## config.mk

```make
export PLATFORM = sky130hd
export DESIGN_NAME = door_access_ctrl_flat
export DESIGN_NICKNAME = d
export VERILOG_FILES = /design/src/rtl/door_access_ctrl_pkg.sv /design/src/rtl/door_access_ctrl_if.sv /design/src/rtl/door_access_ctrl_timer.sv /design/src/rtl/door_access_ctrl.sv /design/src/flat_wrapper.sv
export SDC_FILE = /design/constraint.sdc
export NUM_CORES = 1
export LEC_CHECK = 0
export CAP_MARGIN = 25
export CORE_MARGIN = 2
export CORE_UTILIZATION = 35
export CTS_CLUSTER_SIZE = 28
export DETAILED_ROUTE_END_ITERATION = 10
export GPL_TIMING_DRIVEN = 0
export PLACE_DENSITY = 0.59
export SLEW_MARGIN = 15
export SYNTH_ARGS = -nofsm -noshare
export SYNTH_HDL_FRONTEND = slang
export SYNTH_SLANG_ARGS = --single-unit
```

## constraint.sdc

```tcl
create_clock -name clk -period 2.4 [get_ports clk]
set_clock_uncertainty 0.05 [all_clocks]
set_input_delay 0.6 -clock clk [delete_from_list [all_inputs] [get_ports clk]]
set_output_delay 0.6 -clock clk [all_outputs]
set_load 0.02 [all_outputs]
```

## src/rtl/door_access_ctrl_pkg.sv

```systemverilog
// door_pkg: shared types and helpers for the door strike controller.
//   state_t   - controller state encoding
//   KEY_CLEAR - keypad code that discards a partial PIN
//   is_digit  - true for keypad codes 0-9
//   max3      - largest of three cycle counts, used to size the shared timer
package door_pkg;

  typedef enum logic [2:0] {
    ST_IDLE,
    ST_ENTRY,
    ST_CHECK,
    ST_UNLOCKED,
    ST_LOCKOUT
  } state_t;

  localparam logic [3:0] KEY_CLEAR = 4'hA;

  function automatic logic is_digit(input logic [3:0] code);
    return (code <= 4'd9);
  endfunction

  function automatic int unsigned max3(input int unsigned a, input int unsigned b,
                                       input int unsigned c);
    int unsigned m;
    m = (a > b) ? a : b;
    return (m > c) ? m : c;
  endfunction

endpackage

```

## src/rtl/door_access_ctrl_if.sv

```systemverilog
// door_access_ctrl_if: keypad, booking and strike signals of the door controller.
//   key_valid/key_code        keypad strobe and code (0-9 digit, A = clear)
//   room_booked/booked_pin    booking level and its BCD PIN (first digit in MS nibble)
//   unlock_req/lock_req       pushbutton unlock and forced relock strobes
//   door_unlock/lockout/pin_fail/entry_busy/fail_count  controller status
// master = keypad/booking side, slave = controller.
interface door_access_ctrl_if #(
  parameter int unsigned PIN_DIGITS = 4,
  parameter int unsigned MAX_FAIL   = 3
);
  localparam int unsigned FAIL_W = $clog2(MAX_FAIL + 1);

  logic                      key_valid;
  logic [3:0]                key_code;
  logic                      room_booked;
  logic [4*PIN_DIGITS-1:0]   booked_pin;
  logic                      unlock_req;
  logic                      lock_req;
  logic                      door_unlock;
  logic                      lockout;
  logic                      pin_fail;
  logic                      entry_busy;
  logic [FAIL_W-1:0]         fail_count;

  modport master (
    output key_valid, key_code, room_booked, booked_pin, unlock_req, lock_req,
    input  door_unlock, lockout, pin_fail, entry_busy, fail_count
  );

  modport slave (
    input  key_valid, key_code, room_booked, booked_pin, unlock_req, lock_req,
    output door_unlock, lockout, pin_fail, entry_busy, fail_count
  );

endinterface

```

## src/rtl/door_access_ctrl_timer.sv

```systemverilog
// door_timer: loadable up-counter with terminal flag.
//   clk, reset  clock and synchronous active-high reset
//   load        restart counting from zero on the next edge
//   term        terminal count (cycles - 1) of the current interval
//   done        high while the count equals term
module door_timer #(
  parameter int unsigned WIDTH = 8
) (
  input  logic             clk,
  input  logic             reset,
  input  logic             load,
  input  logic [WIDTH-1:0] term,
  output logic             done
);

  logic [WIDTH-1:0] count;

  // Counter saturates at all-ones so an idle controller never wraps into a false terminal hit.
  always_ff @(posedge clk) begin
    if (reset || load) begin
      count <= '0;
    end else if (count != '1) begin
      count <= count + WIDTH'(1);
    end
  end

  assign done = (count == term);

endmodule

```

## src/rtl/door_access_ctrl.sv

```systemverilog
// door_access_ctrl: sequencing controller for the room door strike.
//   clk, reset  clock and synchronous active-high reset
//   bus         door_access_ctrl_if.slave: keypad, booking, pushbutton inputs and
//               strike/status outputs (all outputs registered)
// Free room: pushbutton unlocks. Booked room: a PIN_DIGITS-digit PIN is collected,
// compared, and either unlocks or counts a failure; MAX_FAIL failures lock out.
module door_access_ctrl
  import door_pkg::*;
#(
  parameter int unsigned PIN_DIGITS   = 4,
  parameter int unsigned MAX_FAIL     = 3,
  parameter int unsigned UNLOCK_CYC   = 250_000_000,
  parameter int unsigned LOCKOUT_CYC  = 1_500_000_000,
  parameter int unsigned ENTRY_TO_CYC = 500_000_000
) (
  input  logic               clk,
  input  logic               reset,
  door_access_ctrl_if.slave  bus
);

  localparam int unsigned PIN_W   = 4 * PIN_DIGITS;
  localparam int unsigned FAIL_W  = $clog2(MAX_FAIL + 1);
  localparam int unsigned CNT_W   = $clog2(PIN_DIGITS + 1);
  localparam int unsigned MAX_CYC = max3(UNLOCK_CYC, LOCKOUT_CYC, ENTRY_TO_CYC);
  localparam int unsigned TMR_W   = $clog2(MAX_CYC + 1);

  state_t             state, next_state;
  logic [PIN_W-1:0]   pin_buf;
  logic [CNT_W-1:0]   digit_cnt;
  logic [FAIL_W-1:0]  fail_count_q, fail_count_d, fail_next;
  logic               door_unlock_q, lockout_q, pin_fail_q, entry_busy_q;
  logic               door_unlock_d, lockout_d, pin_fail_d, entry_busy_d;
  logic               digit_take, clear_take, pin_match;
  logic               timer_restart, timer_load, timer_done;
  logic [TMR_W-1:0]   timer_term;

  assign digit_take = bus.key_valid && is_digit(bus.key_code);
  assign clear_take = bus.key_valid && (bus.key_code == KEY_CLEAR);
  assign pin_match  = (pin_buf == bus.booked_pin);
  assign fail_next  = (fail_count_q == FAIL_W'(MAX_FAIL)) ? fail_count_q
                                                          : fail_count_q + FAIL_W'(1);

  // One timer serves every timed state; it restarts on each state entry and on
  // in-state restarts (new digit, pushbutton re-press while open).
  assign timer_load = (next_state != state) || timer_restart;

  always_comb begin
    timer_term = '0;
    case (state)
      ST_ENTRY:    timer_term = TMR_W'(ENTRY_TO_CYC - 1);
      ST_UNLOCKED: timer_term = TMR_W'(UNLOCK_CYC - 1);
      ST_LOCKOUT:  timer_term = TMR_W'(LOCKOUT_CYC - 1);
      default:     timer_term = '0;
    endcase
  end

  door_timer #(.WIDTH(TMR_W)) u_timer (
    .clk   (clk),
    .reset (reset),
    .load  (timer_load),
    .term  (timer_term),
    .done  (timer_done)
  );

  // State register.
  always_ff @(posedge clk) begin
    if (reset) begin
      state <= ST_IDLE;
    end else begin
      state <= next_state;
    end
  end

  // Next-state logic. In ENTRY a key beats a simultaneous timeout; in UNLOCKED a
  // relock beats everything, so relock and expiry together leave exactly once.
  always_comb begin
    next_state    = state;
    timer_restart = 1'b0;
    case (state)
      ST_IDLE: begin
        if (!bus.room_booked && bus.unlock_req) begin
          next_state = ST_UNLOCKED;
        end else if (bus.room_booked && digit_take) begin
          next_state = ST_ENTRY;
        end
      end
      ST_ENTRY: begin
        if (!bus.room_booked || clear_take) begin
          next_state = ST_IDLE;
        end else if (digit_take) begin
          timer_restart = 1'b1;
          if (digit_cnt == CNT_W'(PIN_DIGITS - 1)) begin
            next_state = ST_CHECK;
          end
        end else if (timer_done) begin
          next_state = ST_IDLE;
        end
      end
      ST_CHECK: begin
        if (pin_match) begin
          next_state = ST_UNLOCKED;
        end else if (fail_next == FAIL_W'(MAX_FAIL)) begin
          next_state = ST_LOCKOUT;
        end else begin
          next_state = ST_IDLE;
        end
      end
      ST_UNLOCKED: begin
        if (bus.lock_req) begin
          next_state = ST_IDLE;
        end else if (bus.unlock_req && !bus.room_booked) begin
          timer_restart = 1'b1;
        end else if (timer_done) begin
          next_state = ST_IDLE;
        end
      end
      ST_LOCKOUT: begin
        if (timer_done) begin
          next_state = ST_IDLE;
        end
      end
      default: next_state = ST_IDLE;
    endcase
  end

  // Output logic: status flags follow the state being entered so the registered
  // outputs line up with the state register.
  always_comb begin
    door_unlock_d = (next_state == ST_UNLOCKED);
    lockout_d     = (next_state == ST_LOCKOUT);
    entry_busy_d  = (next_state == ST_ENTRY);
    pin_fail_d    = (state == ST_CHECK) && !pin_match;
    fail_count_d  = fail_count_q;
    if (state == ST_CHECK) begin
      fail_count_d = pin_match ? '0 : fail_next;
    end else if ((state == ST_LOCKOUT) && timer_done) begin
      fail_count_d = '0;
    end
  end

  // Output registers.
  always_ff @(posedge clk) begin
    if (reset) begin
      door_unlock_q <= 1'b0;
      lockout_q     <= 1'b0;
      pin_fail_q    <= 1'b0;
      entry_busy_q  <= 1'b0;
      fail_count_q  <= '0;
    end else begin
      door_unlock_q <= door_unlock_d;
      lockout_q     <= lockout_d;
      pin_fail_q    <= pin_fail_d;
      entry_busy_q  <= entry_busy_d;
      fail_count_q  <= fail_count_d;
    end
  end

  // Digit buffer: first digit loads, later digits shift in from the right; it is
  // held only while entry continues and cleared on any other path (incl. after CHECK).
  always_ff @(posedge clk) begin
    if (reset) begin
      pin_buf   <= '0;
      digit_cnt <= '0;
    end else if ((state == ST_IDLE) && (next_state == ST_ENTRY)) begin
      pin_buf   <= PIN_W'(bus.key_code);
      digit_cnt <= CNT_W'(1);
    end else if ((state == ST_ENTRY) && (next_state != ST_IDLE) && digit_take) begin
      pin_buf   <= (pin_buf << 4) | PIN_W'(bus.key_code);
      digit_cnt <= digit_cnt + CNT_W'(1);
    end else if (next_state != ST_ENTRY) begin
      pin_buf   <= '0;
      digit_cnt <= '0;
    end
  end

  assign bus.door_unlock = door_unlock_q;
  assign bus.lockout     = lockout_q;
  assign bus.pin_fail    = pin_fail_q;
  assign bus.entry_busy  = entry_busy_q;
  assign bus.fail_count  = fail_count_q;

endmodule
```

## src/flat_wrapper.sv

```systemverilog
// flat-port wrapper written by rule: the top's interface ports become plain ports
module door_access_ctrl_flat import door_pkg::*;
#(
  parameter int unsigned PIN_DIGITS   = 4,
  parameter int unsigned MAX_FAIL     = 3,
  parameter int unsigned UNLOCK_CYC   = 250_000_000,
  parameter int unsigned LOCKOUT_CYC  = 1_500_000_000,
  parameter int unsigned ENTRY_TO_CYC = 500_000_000
)
  (clk, reset, bus_key_valid, bus_key_code, bus_room_booked, bus_booked_pin, bus_unlock_req, bus_lock_req, bus_door_unlock, bus_lockout, bus_pin_fail, bus_entry_busy, bus_fail_count);
  door_access_ctrl_if #(.PIN_DIGITS(PIN_DIGITS), .MAX_FAIL(MAX_FAIL)) bus_i ();
  input  logic clk;
  input  logic reset;
  input wire logic [$bits(bus_i.key_valid)-1:0] bus_key_valid;
  input wire logic [$bits(bus_i.key_code)-1:0] bus_key_code;
  input wire logic [$bits(bus_i.room_booked)-1:0] bus_room_booked;
  input wire logic [$bits(bus_i.booked_pin)-1:0] bus_booked_pin;
  input wire logic [$bits(bus_i.unlock_req)-1:0] bus_unlock_req;
  input wire logic [$bits(bus_i.lock_req)-1:0] bus_lock_req;
  output wire logic [$bits(bus_i.door_unlock)-1:0] bus_door_unlock;
  output wire logic [$bits(bus_i.lockout)-1:0] bus_lockout;
  output wire logic [$bits(bus_i.pin_fail)-1:0] bus_pin_fail;
  output wire logic [$bits(bus_i.entry_busy)-1:0] bus_entry_busy;
  output wire logic [$bits(bus_i.fail_count)-1:0] bus_fail_count;
  assign bus_i.key_valid = bus_key_valid;
  assign bus_i.key_code = bus_key_code;
  assign bus_i.room_booked = bus_room_booked;
  assign bus_i.booked_pin = bus_booked_pin;
  assign bus_i.unlock_req = bus_unlock_req;
  assign bus_i.lock_req = bus_lock_req;
  assign bus_door_unlock = bus_i.door_unlock;
  assign bus_lockout = bus_i.lockout;
  assign bus_pin_fail = bus_i.pin_fail;
  assign bus_entry_busy = bus_i.entry_busy;
  assign bus_fail_count = bus_i.fail_count;
  door_access_ctrl #(.PIN_DIGITS(PIN_DIGITS), .MAX_FAIL(MAX_FAIL), .UNLOCK_CYC(UNLOCK_CYC), .LOCKOUT_CYC(LOCKOUT_CYC), .ENTRY_TO_CYC(ENTRY_TO_CYC)) u_core (.clk(clk), .reset(reset), .bus(bus_i));
endmodule
```

==> impl_metrics.ini, run 1 <==
[layout]
finalInstanceArea_mm2 = 0.00451
fin_nets = 463
diodes = 0
layout-drive-gt1-share_pct = 27.2
fillCellCount = 827
layout_common_cells = dfxtp_1, xnor2_1, clkdlybuf4s50_1
final_util_pct = 51.4
layout_commonest_cell = dfxtp_1
area_growth_pct = 42.2

[timing]
slew-limit-headroom_pct = 61.1
setup_ws_ns = -0.458
final-setup-viol-count = 55
rsz0062_at_grt = yes
setup_tns_ns = -20.59
hold_violations = 0
finalMaxSlewViolations = 0
tightestPinTransition_ns = 0.583
fin_crit_sh_pct = 119
max_freq_mhz = 350
fin_crit_ns = 2.86

[run]
drv_cap = 0

[synth]
synth_edf_count = 0
post-synth-top-area-fraction_pct = 37.3
yosysSeqAreaShare_pct = 37.3
ys_seq_elements = 59
avgSynthCellArea_um2 = 8.55
synthFlopType = dfxtp_1
synth_warnings = 0
syn-num-nets = 400
synth_area_leaders = dfxtp_1, xnor2_1, nor2_1
synthCells = 371
syn_area_mm2 = 0.00317
synthArstFlopShare_pct = 0
yosysTopAreaCell = dfxtp_1
yosysUniqueCellTypes = 61

[setup_path]
cp_data_required_time_ns = 2.59
cp_data_arrival_time_ns = 3.05
r2r_slack_ns = -0.46
worstReg2RegStart = u_core.state[2]
crit_path_max_fanout = 8
rr_worst_depth = 13
cp-end-kind = flop
r2r-end = u_core.u_timer.count[6]
startpoint_type = flop
path_class = flop to flop

[power_and_ir_drop]
p_sw_share_pct = 26.9
power_frac_seq_pct = 38.4
power_frac_clock_pct = 38.3
ir_drop_mv = 0.343
p_per_area_mw_per_mm2 = 588
leakage_nw = 1.54
p_int_w = 0.00194
switchingPower_w = 0.000713
p_comb_share_pct = 23.3

[worst_hold_path]
hold_end = u_core.digit_cnt[2]
min_path_cells = 1
holdCritStartpoint = u_core.digit_cnt[2]
hold_class = flop to flop

[clock_tree]
cts_hold_buf = 0
cts.path.max_buffers = 2
numClockSinks = 59
clk_pin_slew_ns = 0.06
worstSkewPairLatency_ns = 0.35
cts_tree = yes
cts_made_buffers = 9
root_buffer = clkbuf_8
htree_levels = 3

[placement]
port_buffers = 31
gp_congestion = 0.900
detailed_place.area_mm2 = 0.00364
dp_hpwl_um = 5810

[global_route]
grt_usage_pct = 17.6
grt_pass1_vias = 2843
grt_pass1_wl_um = 14000
antenna_found_initial = 0
grt-ovfl-total = 0
grt_max_degree = 11

[die]
fp.dieH_um = 99.2
die_area_mm2 = 0.00984
pin_count = 32
rows = 34
initial_core_util_pct = 36.2
fp.coreArea_mm2 = 0.00876
dieWidth_um = 99.2

[drt]
drt-total-wl_um = 8810
firstDrtPassIters = 6
vias_per_cell = 5.50
drcViolationCount = 0
wl_per_cell_um = 16.2
ant_nets = 0
drtIter0Drc = 144
vias = 2997

[status]
violations = setup timing
status = finished with violations
cell families (layout without fill, tap and decap cells):
group / Yosys count / after routing / share of synthesized area (%)
adders and majority gates: 3 / 3 / 1.18
muxes: 1 / 1 / 0.316
buffers and inverters: 24 / 90 / 3.87
and+or+nand+nor: 172 / 172 / 29.8
xor gates and xnor gates: 44 / 44 / 12.2
DFF: 59 / 59 / 37.3
AOI/OAI and AO/OA: 68 / 68 / 15.4
worst max-delay path: stages (launching register included):
cell	delay (ns)
dfxtp_2	0.35
buf_4	0.11
buf_6	0.11
nor2b_4	0.06
or3_1	0.31
a222oi_1	0.40
buf_4	0.19
and4_4	0.26
a31o_4	0.19
a21oi_2	0.07
o211ai_1	0.21
buf_6	0.21
clkbuf_16	0.19
nor2_4	0.03
per-layer routing:
metal / wire length (µm) / track usage [%] / vias to the layer above / part of all wire, %
met3: 416 / 4.36 / 17 / 4.7
met2: 4280 / 28.2 / 71 / 49
met4: 161 / 7.17 / 0 / 1.8
met1: 3950 / 22.7 / 1445 / 45
met5: 0 / 0 / - / 0
li1: - / - / 1464 / -
worst max path at each step:
stage / slack [ns] / cells after the start / end / startpoint
floorplan: -0.11 / 10 / u_core.pin_buf[10] / u_core.state[0]
global placement: -1.03 / 10 / u_core.u_timer.count[5] / bus_booked_pin[10]
detailed placement: -1.01 / 10 / u_core.u_timer.count[11] / bus_booked_pin[10]
CTS: -0.34 / 10 / u_core.pin_buf[13] / u_core.state[2]
global route: -0.59 / 9 / u_core.pin_buf[13] / u_core.u_timer.count[11]
finish: -0.46 / 13 / u_core.u_timer.count[6] / u_core.state[2]
cell type report:
cell class                      count  area (µm²)  area share (%)
Multi-Input combinational cell    288        2270            50.3
Buffer                             14         114            2.53
Sequential cell                    59        1190            26.4
Clock inverter                      2        60.1            1.33
Tap cell                          108         135            3.00
Clock buffer                       12         155            3.44
Timing Repair Buffer               54         558            12.4
Inverter                            8        30.0           0.666
cell usage after synthesis, types with 2 or more instances:
master,instances
nand4_1,16
nor3_1,10
ha_1,3
dfxtp_1,59
o211ai_1,2
a21boi_0,3
a22o_1,13
nand3_1,15
or4_1,3
nor4_1,8
nand2_1,24
clkbuf_1,6
o31ai_1,4
buf_6,3
nor2_1,50
and4_1,5
and3_1,10
inv_1,8
nand2b_1,8
o21ai_0,11
or3_1,2
or3b_1,2
buf_2,5
a41oi_1,2
a211oi_1,2
xnor2_1,30
and2_1,4
xor2_1,14
nor2b_1,4
a21oi_1,14
timing repair:
item	4_1_cts	5_1_grt
pin swaps	13	18
endpoints found under the setup margin	54	58
cloned	3	2
buffers inserted	14	7
gates resized for setup	46	73
power by group through the flow:
stage          clock, W  combinational, W  sequential (W)
6_report        0.00101          0.000617         0.00102
2_1_floorplan         0          0.000242         0.00104
3_3_place_gp          0          0.000362         0.00104
4_1_cts         0.00103          0.000502         0.00102
5_1_grt         0.00107          0.000658         0.00102
3_5_place_dp          0          0.000363         0.00104
sequential cells by signal (all words and copies together) (netlist names):
name,count
u_core.state,3
u_core.u_timer.count,31
u_core.bus.lockout,1
u_core.bus.entry_busy,1
u_core.bus.fail_count,2
u_core.pin_buf,16
u_core.digit_cnt,3
u_core.bus.pin_fail,1
u_core.bus.door_unlock,1
through the flow:
step / hold WS, ns / instances / setup WS (ns) / total power (W)
final: 0.419 / 545 / -0.458 / 0.00265
after global routing: 0.441 / 545 / -0.587 / 0.00275
after CTS: 0.418 / 539 / -0.337 / 0.00255
after detailed placement: 0.401 / 510 / -1.01 / 0.00140
after global placement: 0.396 / 510 / -1.03 / 0.00140
after floorplan: 0.381 / 371 / -0.111 / 0.00128
No activity file was read; power rests on OpenSTA's default activity.
==> inputs of run 2 (changes only) <==
- SKIP_LAST_GASP: not set -> 1
==> run 2 against run 1 <==
Compared with the run above: the flow still finishes with violations (setup timing); worst hold slack lost 0.0056 ns; critical path type unchanged; routed wire length shrank 1.0%; highest routed layer unchanged; combinational power grew 1%; via count is essentially flat; global-route usage is essentially flat.
==> impl_metrics.ini, run 2 (synthesized netlist as in run 1, its figures left out) <==
[die]
initial_core_util_pct = 36.2
rows = 34
fp.coreArea_mm2 = 0.00876
pin_count = 32
die_area_mm2 = 0.00984
fp.dieH_um = 99.2
dieWidth_um = 99.2

[global_route]
grt_pass1_vias = 2840
grt_max_degree = 11
grt_pass1_wl_um = 14000
antenna_found_initial = 0
grt_usage_pct = 17.6
grt-ovfl-total = 0

[timing]
fin_crit_sh_pct = 120
slew-limit-headroom_pct = 62.0
tightestPinTransition_ns = 0.570
hold_violations = 0
hold_ws_ns = 0.414
final-setup-viol-count = 55
rsz0062_at_grt = yes
setup_tns_ns = -21.78
finalMaxSlewViolations = 0
setup_ws_ns = -0.470
fin_crit_ns = 2.87
max_freq_mhz = 348

[layout]
finalInstanceArea_mm2 = 0.00450
largest_reg_flops = 31
layout_commonest_cell = dfxtp_1
area_growth_pct = 42.1
reg_top3 = u_core.u_timer.count x31, u_core.pin_buf x16
layout-drive-gt1-share_pct = 26.3
layout_common_cells = dfxtp_1, xnor2_1, clkdlybuf4s50_1
regMostFlops = u_core.u_timer.count
fin_nets = 463
fillCellCount = 828
diodes = 0

[clock_tree]
root_buffer = clkbuf_8
cts_made_buffers = 9
cts_hold_buf = 0
cts_tree = yes
numClockSinks = 59
worstSkewPairLatency_ns = 0.35
clk_pin_slew_ns = 0.06
htree_levels = 3
cts.path.max_buffers = 2

[drt]
vias = 2999
ant_nets = 0
firstDrtPassIters = 5
drcViolationCount = 0
wl_per_cell_um = 16.0
vias_per_cell = 5.50
drt-total-wl_um = 8720
drtIter0Drc = 153

[placement]
dp_slack_ns = -1.01
gp_congestion = 0.900
dp_hpwl_um = 5810
detailed_place.area_mm2 = 0.00364
port_buffers = 31

[power_and_ir_drop]
p_int_w = 0.00194
power_frac_clock_pct = 38.1
p_per_area_mw_per_mm2 = 589
p_sw_share_pct = 26.8
ir_drop_mv = 0.345
switchingPower_w = 0.000712
power_frac_seq_pct = 38.4
leakage_nw = 1.53
p_comb_share_pct = 23.5

[setup_path]
path_class = flop to flop
worstSetupStartpoint = u_core.state[2]
crit_path_max_fanout = 7
startpoint_type = flop
cp-end-kind = flop
r2r_slack_ns = -0.47
worstReg2RegStart = u_core.state[2]
cp_data_required_time_ns = 2.59
cp_data_arrival_time_ns = 3.06

[worst_hold_path]
hold_class = flop to flop
holdCritStartpoint = u_core.digit_cnt[2]

[run]
drv_cap = 0

[status]
status = finished with violations
violations = setup timing
[run 2: cell types whose count changed in the layout (fill, tap and decap cells not counted), sizes merged]
cell	previous run	this run
clkbuf	20	21
dlygate4sd2	2	1
buf	29	28
clkdlybuf4s50	29	30
[run 2: worst paths after layout]
check	cells after the start	endpoint
worst max-delay path	12	u_core.u_timer.count[23]
worst min-delay path	1	u_core.digit_cnt[2]
worst max register to register	12	u_core.u_timer.count[23]
worst min register to register	1	u_core.digit_cnt[2]
[run 2: final cells by class]
| class | instances | area [µm²] | area share, % |
|---|---|---|---|
| Clock buffer | 12 | 155 | 3.44 |
| Inverter | 8 | 30.0 | 0.667 |
| Timing Repair Buffer | 55 | 578 | 12.8 |
| Buffer | 13 | 100 | 2.22 |
| Multi-Input combinational cell | 288 | 2260 | 50.1 |
| Clock inverter | 2 | 60.1 | 1.33 |
| Tap cell | 108 | 135 | 3.00 |
| Sequential cell | 59 | 1190 | 26.4 |
[run 2: power by group through the flow]
stage | clock, W | sequential, W | combinational (W)
floorplan | 0 | 0.00104 | 0.000242
global placement | 0 | 0.00104 | 0.000362
detailed placement | 0 | 0.00104 | 0.000363
CTS | 0.00103 | 0.00102 | 0.000497
global route | 0.00107 | 0.00102 | 0.000666
finish | 0.00101 | 0.00102 | 0.000625
[run 2: metal layers]
metal  GRT usage, %  routed length [µm]
met4           7.17                 194
met2           28.2                4180
met5              0                   0
met3           4.36                 424
met1           22.7                3920
[run 2: repair_timing]
item | 4_1_cts | 5_1_grt
pin swaps | 13 | 25
gates resized for setup | 40 | 76
endpoints found under the setup margin | 54 | 58
gates cloned | 3 | 2
buffers inserted | 14 | 7
[run 2: worst max-delay path: stages (launching register included)]
cell and delay [ns]:
dfxtp_2 0.34, buf_6 0.12, or4b_4 0.48, a21oi_2 0.14, o211ai_1 0.17, nor4_4 0.39, buf_4 0.18, a31o_4 0.17
a21oi_2 0.07, o211ai_1 0.21, buf_6 0.22, clkbuf_16 0.18, nor2_1 0.04
[run 2: through the flow]
stage                     utilization, %  instances  total power [W]
after floorplan                        -        371          0.00128
after global placement              41.6        510          0.00140
after detailed placement            41.6        510          0.00140
after CTS                           47.3        539          0.00255
after global routing                51.4        545          0.00276
final                               51.4        545          0.00266
